`config.mk`:
```
export PLATFORM = sky130hd
export DESIGN_NAME = ex_stage_mem_reg
export DESIGN_NICKNAME = d
export VERILOG_FILES = /design/src/rtl/pipe_defs.sv /design/src/rtl/alu.sv /design/src/rtl/ex_stage_mem_reg.sv
export SDC_FILE = /design/constraint.sdc
export NUM_CORES = 1
export LEC_CHECK = 0
export BUFFER_PORTS_ARGS = -buffer_cell sky130_fd_sc_hd__clkbuf_2
export CORE_MARGIN = 3
export CORE_UTILIZATION = 35
export DETAILED_ROUTE_END_ITERATION = 6
export SETUP_SLACK_MARGIN = 0.05
export SLEW_MARGIN = 15
export SYNTH_ARGS = -nofsm -noshare
export SYNTH_HDL_FRONTEND = slang
export SYNTH_SLANG_ARGS = --single-unit
export TNS_END_PERCENT = 50
```
`constraint.sdc`:
```
create_clock -name clk -period 13.5 [get_ports clk]
set_input_delay 1.35 -clock clk [delete_from_list [all_inputs] [get_ports clk]]
set_output_delay 1.35 -clock clk [all_outputs]
set_load 0.01 [all_outputs]
```
`src/rtl/pipe_defs.sv`:
```
// rtl/pipe_defs.sv - shared pipeline encodings: ALU ops, next-PC kinds, writeback selects
package pipe_defs;

  typedef enum logic [4:0] {
    ALU_ADD   = 5'h00,
    ALU_SUB   = 5'h01,
    ALU_SLL   = 5'h02,
    ALU_SLT   = 5'h03,
    ALU_SLTU  = 5'h04,
    ALU_XOR   = 5'h05,
    ALU_SRL   = 5'h06,
    ALU_SRA   = 5'h07,
    ALU_OR    = 5'h08,
    ALU_AND   = 5'h09,
    ALU_LUI   = 5'h0A,
    ALU_AUIPC = 5'h0B,
    ALU_BEQ   = 5'h0C,
    ALU_BNE   = 5'h0D,
    ALU_BLT   = 5'h0E,
    ALU_BGE   = 5'h0F,
    ALU_BLTU  = 5'h10,
    ALU_BGEU  = 5'h11
  } alu_op_t;

  typedef enum logic [2:0] {
    NPC_PLUS4  = 3'd0,
    NPC_BRANCH = 3'd1,
    NPC_JAL    = 3'd2,
    NPC_JALR   = 3'd4
  } npc_op_t;

  typedef enum logic [2:0] {
    WD_ALU = 3'd0,
    WD_MEM = 3'd1,
    WD_PC4 = 3'd2
  } wd_sel_t;

endpackage

```
`src/rtl/alu.sv`:
```
// rtl/alu.sv - combinational ALU; compare ops drive cond and leave result at zero
module alu
  import pipe_defs::*;
#(
  parameter int XLEN = 32
) (
  input  logic [XLEN-1:0] a,
  input  logic [XLEN-1:0] b,
  input  logic [XLEN-1:0] pc,
  input  logic [4:0]      alu_op,
  output logic [XLEN-1:0] result,
  output logic            cond
);

  logic [4:0] shamt;
  assign shamt = b[4:0];

  always_comb begin
    result = '0;
    cond   = 1'b0;
    case (alu_op)
      ALU_ADD:   result = a + b;
      ALU_SUB:   result = a - b;
      ALU_SLL:   result = a << shamt;
      ALU_SLT:   result = {{(XLEN-1){1'b0}}, ($signed(a) < $signed(b))};
      ALU_SLTU:  result = {{(XLEN-1){1'b0}}, (a < b)};
      ALU_XOR:   result = a ^ b;
      ALU_SRL:   result = a >> shamt;
      ALU_SRA:   result = $unsigned($signed(a) >>> shamt);
      ALU_OR:    result = a | b;
      ALU_AND:   result = a & b;
      ALU_LUI:   result = b;
      ALU_AUIPC: result = pc + b;
      ALU_BEQ:   cond = (a == b);
      ALU_BNE:   cond = (a != b);
      ALU_BLT:   cond = ($signed(a) < $signed(b));
      ALU_BGE:   cond = ($signed(a) >= $signed(b));
      ALU_BLTU:  cond = (a < b);
      ALU_BGEU:  cond = (a >= b);
      default:   ;
    endcase
  end

endmodule

```
`src/rtl/ex_stage_mem_reg.sv`:
```
// rtl/ex_stage_mem_reg.sv - EX stage (forwarding, ALU, branch resolve) plus EX/MEM register
module ex_stage_mem_reg
  import pipe_defs::*;
#(
  parameter int XLEN   = 32,
  parameter bit FWD_EN = 1'b1
) (
  input  logic            clk,
  input  logic            rst,
  input  logic [XLEN-1:0] ID_EX_PC,
  input  logic [XLEN-1:0] ID_EX_read1_data,
  input  logic [XLEN-1:0] ID_EX_read2_data,
  input  logic [XLEN-1:0] ID_EX_imm,
  input  logic [4:0]      ID_EX_RS1,
  input  logic [4:0]      ID_EX_RS2,
  input  logic [4:0]      ID_EX_RD,
  input  logic            ID_EX_RegWrite,
  input  logic            ID_EX_MemWrite,
  input  logic            ID_EX_MemRead,
  input  logic            ID_EX_ALUSrc,
  input  logic [4:0]      ID_EX_ALUOp,
  input  logic [2:0]      ID_EX_NPCOp,
  input  logic [2:0]      ID_EX_WDSel,
  input  logic [2:0]      ID_EX_DMType,
  input  logic [4:0]      MEM_WB_RD,
  input  logic            MEM_WB_RegWrite,
  input  logic [XLEN-1:0] MEM_WB_wdata,
  input  logic            EX_stall,
  input  logic            EX_flush,
  output logic            EX_redirect,
  output logic [XLEN-1:0] EX_target,
  output logic [XLEN-1:0] EX_MEM_PC,
  output logic [XLEN-1:0] EX_MEM_aluout,
  output logic [XLEN-1:0] EX_MEM_store_data,
  output logic [4:0]      EX_MEM_RD,
  output logic            EX_MEM_RegWrite,
  output logic            EX_MEM_MemWrite,
  output logic            EX_MEM_MemRead,
  output logic [2:0]      EX_MEM_WDSel,
  output logic [2:0]      EX_MEM_DMType
);

  logic            ex_fwd_ok, wb_fwd_ok;
  logic [XLEN-1:0] fwd_a, fwd_b, alu_b, alu_result, jalr_sum, aluout_next;
  logic            alu_cond, take;

  // A load in EX/MEM has no data yet; the hazard unit has already stalled for that case.
  assign ex_fwd_ok = FWD_EN && EX_MEM_RegWrite && (EX_MEM_RD != 5'd0) && (EX_MEM_WDSel != WD_MEM);
  assign wb_fwd_ok = FWD_EN && MEM_WB_RegWrite && (MEM_WB_RD != 5'd0);

  always_comb begin
    fwd_a = ID_EX_read1_data;
    if (ex_fwd_ok && (EX_MEM_RD == ID_EX_RS1))      fwd_a = EX_MEM_aluout;
    else if (wb_fwd_ok && (MEM_WB_RD == ID_EX_RS1)) fwd_a = MEM_WB_wdata;
  end

  always_comb begin
    fwd_b = ID_EX_read2_data;
    if (ex_fwd_ok && (EX_MEM_RD == ID_EX_RS2))      fwd_b = EX_MEM_aluout;
    else if (wb_fwd_ok && (MEM_WB_RD == ID_EX_RS2)) fwd_b = MEM_WB_wdata;
  end

  assign alu_b = ID_EX_ALUSrc ? ID_EX_imm : fwd_b;

  alu #(.XLEN(XLEN)) u_alu (
    .a      (fwd_a),
    .b      (alu_b),
    .pc     (ID_EX_PC),
    .alu_op (ID_EX_ALUOp),
    .result (alu_result),
    .cond   (alu_cond)
  );

  assign jalr_sum = fwd_a + ID_EX_imm;

  always_comb begin
    take      = 1'b0;
    EX_target = ID_EX_PC + ID_EX_imm;
    case (ID_EX_NPCOp)
      NPC_BRANCH: take = alu_cond;
      NPC_JAL:    take = 1'b1;
      NPC_JALR: begin
        take      = 1'b1;
        EX_target = {jalr_sum[XLEN-1:1], 1'b0};
      end
      default:    take = 1'b0;
    endcase
  end

  assign EX_redirect = take & ~EX_stall & ~EX_flush & ~rst;

  assign aluout_next = (ID_EX_WDSel == WD_PC4) ? (ID_EX_PC + XLEN'(4)) : alu_result;

  // Flush clears only what makes the slot architecturally visible; data fields are don't-care.
  always_ff @(posedge clk) begin
    if (rst) begin
      EX_MEM_PC         <= '0;
      EX_MEM_aluout     <= '0;
      EX_MEM_store_data <= '0;
      EX_MEM_RD         <= '0;
      EX_MEM_RegWrite   <= 1'b0;
      EX_MEM_MemWrite   <= 1'b0;
      EX_MEM_MemRead    <= 1'b0;
      EX_MEM_WDSel      <= '0;
      EX_MEM_DMType     <= '0;
    end else if (EX_flush) begin
      EX_MEM_PC         <= ID_EX_PC;
      EX_MEM_aluout     <= aluout_next;
      EX_MEM_store_data <= fwd_b;
      EX_MEM_RD         <= '0;
      EX_MEM_RegWrite   <= 1'b0;
      EX_MEM_MemWrite   <= 1'b0;
      EX_MEM_MemRead    <= 1'b0;
      EX_MEM_WDSel      <= '0;
      EX_MEM_DMType     <= '0;
    end else if (!EX_stall) begin
      EX_MEM_PC         <= ID_EX_PC;
      EX_MEM_aluout     <= aluout_next;
      EX_MEM_store_data <= fwd_b;
      EX_MEM_RD         <= ID_EX_RD;
      EX_MEM_RegWrite   <= ID_EX_RegWrite;
      EX_MEM_MemWrite   <= ID_EX_MemWrite;
      EX_MEM_MemRead    <= ID_EX_MemRead;
      EX_MEM_WDSel      <= ID_EX_WDSel;
      EX_MEM_DMType     <= ID_EX_DMType;
    end
  end

endmodule

```
# Word-level counts from Yosys, hierarchy flattened
# Index checks and enable logic that the tools add are counted.
# op_classes
n_addsub,6
magnitude_cmp,4
n_eq_ne,29
n_shift,3
mux,16
bitwise,9
reduce_logical,12
# op_table
op,n
$mux W32,13
$pmux W32 S12,1
$add A32 B32 Y32,4
$ge A32 B32 Y1,2
$lt A32 B32 Y1,2
$eq A5 B4 Y1 const B,8
$add A32 B3 Y32 const B,1
$and A32 B32 Y32,1
$eq A32 B32 Y1,1
$ne A32 B32 Y1,1
$or A32 B32 Y32,1
$shl A32 B5 Y32,1
$shr A32 B5 Y32,1
$sshr A32 B5 Y32,1
$sub A32 B32 Y32,1
$xor A32 B32 Y32,1
$eq A5 B3 Y1 const B,4
$eq A5 B5 Y1,4
$eq A5 B2 Y1 const B,2
$eq A5 B5 Y1 const B,2
$reduce_bool A5 Y1,2
$logic_and A1 B1 Y1,7
$eq A3 B2 Y1 const B,2
$pmux W1 S6,1
other kinds (10),15
# totals
reg_bits,110
input_bits,203
output_inout_bits,143
word_cells,88

# Depth between registers and ports, before layout
# logic_depth
ltp_word,12
mapped_depth,25
depth_no_buf,20

# Hierarchy
# From an unflattened synthesis, not the netlist that was laid out.
# hier_totals
hier_cells,2744
area_unflattened_um2,19748.9
# by_module_without_submodules
module,n_inst,cells_per_inst,area_per_inst_um2,seq_area_each_um2
alu,1,1390,9877.0,0.0
ex_stage_mem_reg,1,1354,9872.0,2202.1

# Worst setup path after synthesis
# OpenSTA, ideal clock, no wires.
# synth_path
kind,input port to output port
start,input MEM_WB_RD[0]
end,output EX_redirect
t_arrival_ns,6.162
required_ns,12.150
setup_slack_ns,5.988
stages,20
n_path_buf,3
path_cell_list,or4_4 o21ai_4 nor3_2 mux2_4 o31ai_4 buf_2 buf_2 buf_2 ha_1 nor2b_1 o21a_1 o21ai_0 a21oi_1 a221oi_1 o211ai_1 mux2_2 o21ai_0 o2bb2ai_1 a21oi_1 o41ai_1
# synth_between
elab_chain_len,12
word_cells_on_any_way,22
cone_classes,4 x order compare; 4 x eq/ne; 7 x mux; 3 x bitwise; 4 x reduce/logical
# synth_lines
item,line_no,text
start: declaration,ex_stage_mem_reg.sv:25,"input logic [4:0] MEM_WB_RD,"
$reduce_bool A5 Y1,ex_stage_mem_reg.sv:49,assign wb_fwd_ok = FWD_EN && MEM_WB_RegWrite && (MEM_WB_RD != 5'd0);
$logic_and A1 B1 Y1,ex_stage_mem_reg.sv:49,
$logic_and A1 B1 Y1,ex_stage_mem_reg.sv:60,else if (wb_fwd_ok && (MEM_WB_RD == ID_EX_RS2)) fwd_b = MEM_WB_wdata;
$mux W32,ex_stage_mem_reg.sv:60,
$mux W32,ex_stage_mem_reg.sv:59,if (ex_fwd_ok && (EX_MEM_RD == ID_EX_RS2)) fwd_b = EX_MEM_aluout;
$mux W32,ex_stage_mem_reg.sv:63,assign alu_b = ID_EX_ALUSrc ? ID_EX_imm : fwd_b;
"$ge A32 B32 Y1, or another cell as far along",alu.sv:39,ALU_BGEU: cond = (a >= b);
$pmux W1 S6 (*),alu.sv:21,case (alu_op)
$pmux W1 S2 (*),ex_stage_mem_reg.sv:79,case (ID_EX_NPCOp)
$and A1 B1 Y1 (*) (3 in a row),ex_stage_mem_reg.sv:90,assign EX_redirect = take & ~EX_stall & ~EX_flush & ~rst;
end: declaration,ex_stage_mem_reg.sv:30,"output logic EX_redirect,"
# Every way passes the cells marked *; elsewhere a longest branch is shown, timed or not.

# Worst setup path in the final report
# layout_path
start,input MEM_WB_RD[1]
end,output EX_redirect
# The elaborated chain is that of the path after synthesis.

==> results <==
- The max-slew headroom at the worst pin is 23.97%.
- The clock root buffer is clkbuf_16.
- The share of the synthesized area in the top cell type is 12.10%.
- In this run the count of I/O pins placed on the die edge is 346.
- The total design power is 1.705 mW.
- The global routing met1 resource utilization is 43.96%.
- The count of cell types in the netlist is 97.
- The height of the die is 243.0 um.
- The clock tree synthesis step divided the H-tree into 3 levels.
- The CTS tree is yes.
- After global routing the overflow that remains totals 0.
- By instance count, the leading cell after synthesis is nand2_1.
- The final setup TNS is 0 ns.
- The detail-routed net length per standard cell is 27.25 um.
- The number of antenna violations at the first check in global routing is 7.
- The global-route met2 utilization is 53.42%.
- The worst clock skew is 0.02322 ns.
- The busiest layer in global routing is met2.
- The signal arrival time at the worst endpoint is 7.09 ns.
- Setup repair after global routing left no endpoint under its margin.
- Yosys printed 0 warnings.
- In this run the worst hold path is classified as flop to flop.
- The endpoint kind of the worst setup timing path is an output pin.
- After synthesis, the share of flip-flops with an asynchronous set or reset is 0%.
- The share of final-layout standard cells stronger than drive strength 1 is 16.43%.
- The post-detailed-route count of antenna-violating nets is 0.
- The upper clock frequency limit is 118.6 MHz.
- The initialized floorplan defines 86 standard-cell rows.
- Setup violations remaining at the end of the flow were counted as 0.
- The clock drives 110 sinks.
- The worst reg2reg path endpoint is EX_MEM_aluout[24].
- The combined global-route utilization of all metal layers is 34.28%.
- The number of clock buffers added by TritonCTS is 9.
- Buffers placed on the I/O ports in this run total 345.
- Once the clock tree was built, the setup fixing pass inserted 0 buffers.
- The max-slew violation count came to 0.
- In this run, the number of DRC markers left after iteration 0 of detailed routing was 2,998.
- The share of the cycle needed by the critical path after routing is 62.48%.
- The worst IR drop on VDD is 78.38 uV.
- The synthesized area divided by synthesized cell count is 6.769 um^2.
- After detailed routing, the number of remaining DRC violations is 0.
- The filler cell count in the final layout is 6,103.
- The area growth from synthesis to layout is 13.82%.
- Synthesis handed over a netlist of 2,903 instances.
- The number of maximum-capacitance violations is 0.
- The primary flip-flop cell chosen by synthesis mapping is dfxtp_1.
- The die covers 59,020 um^2.
- The library cell occupying the most area in the post-synthesis netlist is ha_1.
- The total via count after detailed routing is 24,596.
- Counting flops and latches in the post-synthesis netlist gives 110.
- The critical path class is input port to output pin.
- The startpoint identified for the worst hold timing path is EX_MEM_store_data[14].
- The number of buffers added to fix hold violations after cts is 0.
- The leakage power summed over all cells is 9.576 nW.
- The data required time at the worst endpoint is 12.15 ns.
- The worst hold path was traced through 2 stages.
- The clock slew at the register clock pins of the worst setup and hold paths is 0.08 ns.
- For met3 alone, demand over resource in global routing was 7.468%.
- In the post-synthesis netlist, the biggest area contributors are ha_1 12%, dfxtp_1 11%, a21oi_1 7.6%.
- The worst hold endpoint is EX_MEM_store_data[14].
- The post-synthesis net count is 3,300.
- The number of flops mapped to enable cells by yosys is 0.
- The transition time at the pin with the least slew margin is 1.139 ns.
- The buffer depth of the longest clock path is 2.
- The final period demand of the worst path is 8.435 ns.
- The initial core utilization is 35.53%.
- The startpoint type of the worst setup path is an input port.
- The core region is 55,310 um^2.
- The net count of the finished layout is 3,538.
- The maximum fanout along the worst path is 32.
- The run finished with clean final reports.
- After detailed routing, the total wire length is 106,300 um.
- The source of the worst register-to-register timing path is EX_MEM_RD[0].
- The commonest cells after synthesis are 359 x nand2_1, 300 x a21oi_1, 248 x o21ai_0, 195 x nor2_1, 190 x ha_1.
- The first global-routing pass estimated 153,700 um of wire.
- The number of hold violations in the final report is 0.
- Post-CTS repair changed the size of 0 cells.
- The number of global-route vias before repair was 22,609.
- The half-perimeter wire length of the detailed placement result is 83,040 um.
- In this run the power density over the cells is 76.25 nW/um^2.
- The final non-filler cell area is 22,370 um^2.
- The final core utilization is 40.44%.
- The worst register-to-register path has a depth of 21.
- The die width is 243.0 um.
- After synthesis, flip-flops and latches occupy 11.21% of the total area.
- Entering global routing, the biggest net connects 84 pins.
- The setup check on the worst reg-to-reg path leaves a slack of 6.33 ns.
- Clock latency on the worst-skew pair, taken at its later pin, is 0.41 ns.
- At the end of routability-driven placement, the weighted congestion stood at 1.067.
- The via count normalized by instance count is 6.307.
- Once placement finished, the instance area stood at 22,040 um^2.
- The synthesized netlist occupies a cell area of 19,650 um^2.
- Before antenna repair, the detailed router went through 7 iterations.
## through the flow
step	hold WS, ns	setup WS, ns	cells
after CTS	0.4537	5.247	3894
after floorplan	0.4761	5.988	2903
after detailed placement	0.4427	5.293	3878
after global routing	0.4673	4.815	3898
final	0.4546	5.065	3900
after global placement	0.4383	5.419	3878
## how the worst max path moves through the flow
stage / startpoint / endpoint / slack (ns) / cells after the start
final: MEM_WB_RD[1] / EX_redirect / 5.06 / 22
after global routing: MEM_WB_RD[4] / EX_redirect / 4.82 / 22
after CTS: MEM_WB_RD[1] / EX_redirect / 5.25 / 22
after detailed placement: MEM_WB_RD[1] / EX_redirect / 5.29 / 22
after global placement: MEM_WB_RD[1] / EX_redirect / 5.42 / 22
after floorplan: MEM_WB_RD[0] / EX_redirect / 5.99 / 20
## sequential cells by signal, summed over array words and instances (netlist names)
register	count
EX_MEM_MemRead	1
EX_MEM_RD	5
EX_MEM_store_data	32
EX_MEM_DMType	3
EX_MEM_PC	32
EX_MEM_aluout	32
EX_MEM_WDSel	3
EX_MEM_MemWrite	1
EX_MEM_RegWrite	1
## placed cells by master (no fill, tap or decap), drive strengths merged, types with 49 or more instances in the layout
cell type  instances
a211oi            49
a31oi             59
a21o              58
inv              109
o21ai            267
nor3              90
a21oi            305
xnor2             83
xor2              55
clkbuf           355
nand2            359
nor2             199
dfxtp            110
ha               190
nand3            156
mux2i             78
buf               72
## layer usage
layer  wire length [um]  up-vias  share of wire [%]
met5                  8        -             0.0075
met4               6675        2                6.3
met3              10880      324                 10
met2              46220     1518                 43
met1              42510    11504                 40
li1                   -    11248                  -
## area by class of cell
cell class                 count  area (um^2)  share of cell area (%)
multi-input combinational   2497        16240                   72.63
timing repair buffer         416         2260                   10.10
sequential                   110         2202                   9.846
tap                          748        935.9                   4.184
inverter                     107        401.6                   1.796
clock buffer                  11        242.7                   1.085
clock inverter                 5        65.06                  0.2909
antenna                        6        15.01                 0.06713
## power breakdown
group	internal [mW]	switching, mW	leakage, nW
Sequential	0.344	0.0230	0.906
Clock	0.152	0.163	0.144
Combinational	0.356	0.668	8.53
## critical path: stages
cell,delay [ns]
clkbuf_2,0.13
or4_4,0.57
o211ai_2,0.15
buf_4,0.33
o21ai_0,0.19
a31oi_1,0.56
inv_1,0.24
ha_1,0.29
fa_1,0.46
nor2b_1,0.14
o21a_1,0.14
o21ai_0,0.15
a21oi_1,0.30
a221oi_1,0.16
buf_4,0.20
o211ai_1,0.48
mux2_2,0.43
o21ai_0,0.08
o2bb2ai_1,0.14
a21oi_1,0.09
o41ai_1,0.28
clkbuf_2,0.20
## kinds of logic (layout without fill, tap and decap cells)
logic type	Yosys count	after routing	share of synthesized area, %
AO/OA/AOI/OAI	1041	1041	33.99
XOR/XNOR	138	138	6.151
adder cells (fa/ha/maj)	194	194	12.50
buffers and inverters	296	539	6.463
flip-flops	110	110	11.21
multiplexers	96	96	5.100
other	0	6	0
AND/OR/NAND/NOR	1028	1028	24.59
Note: power is estimated with default switching activity, not from simulation.
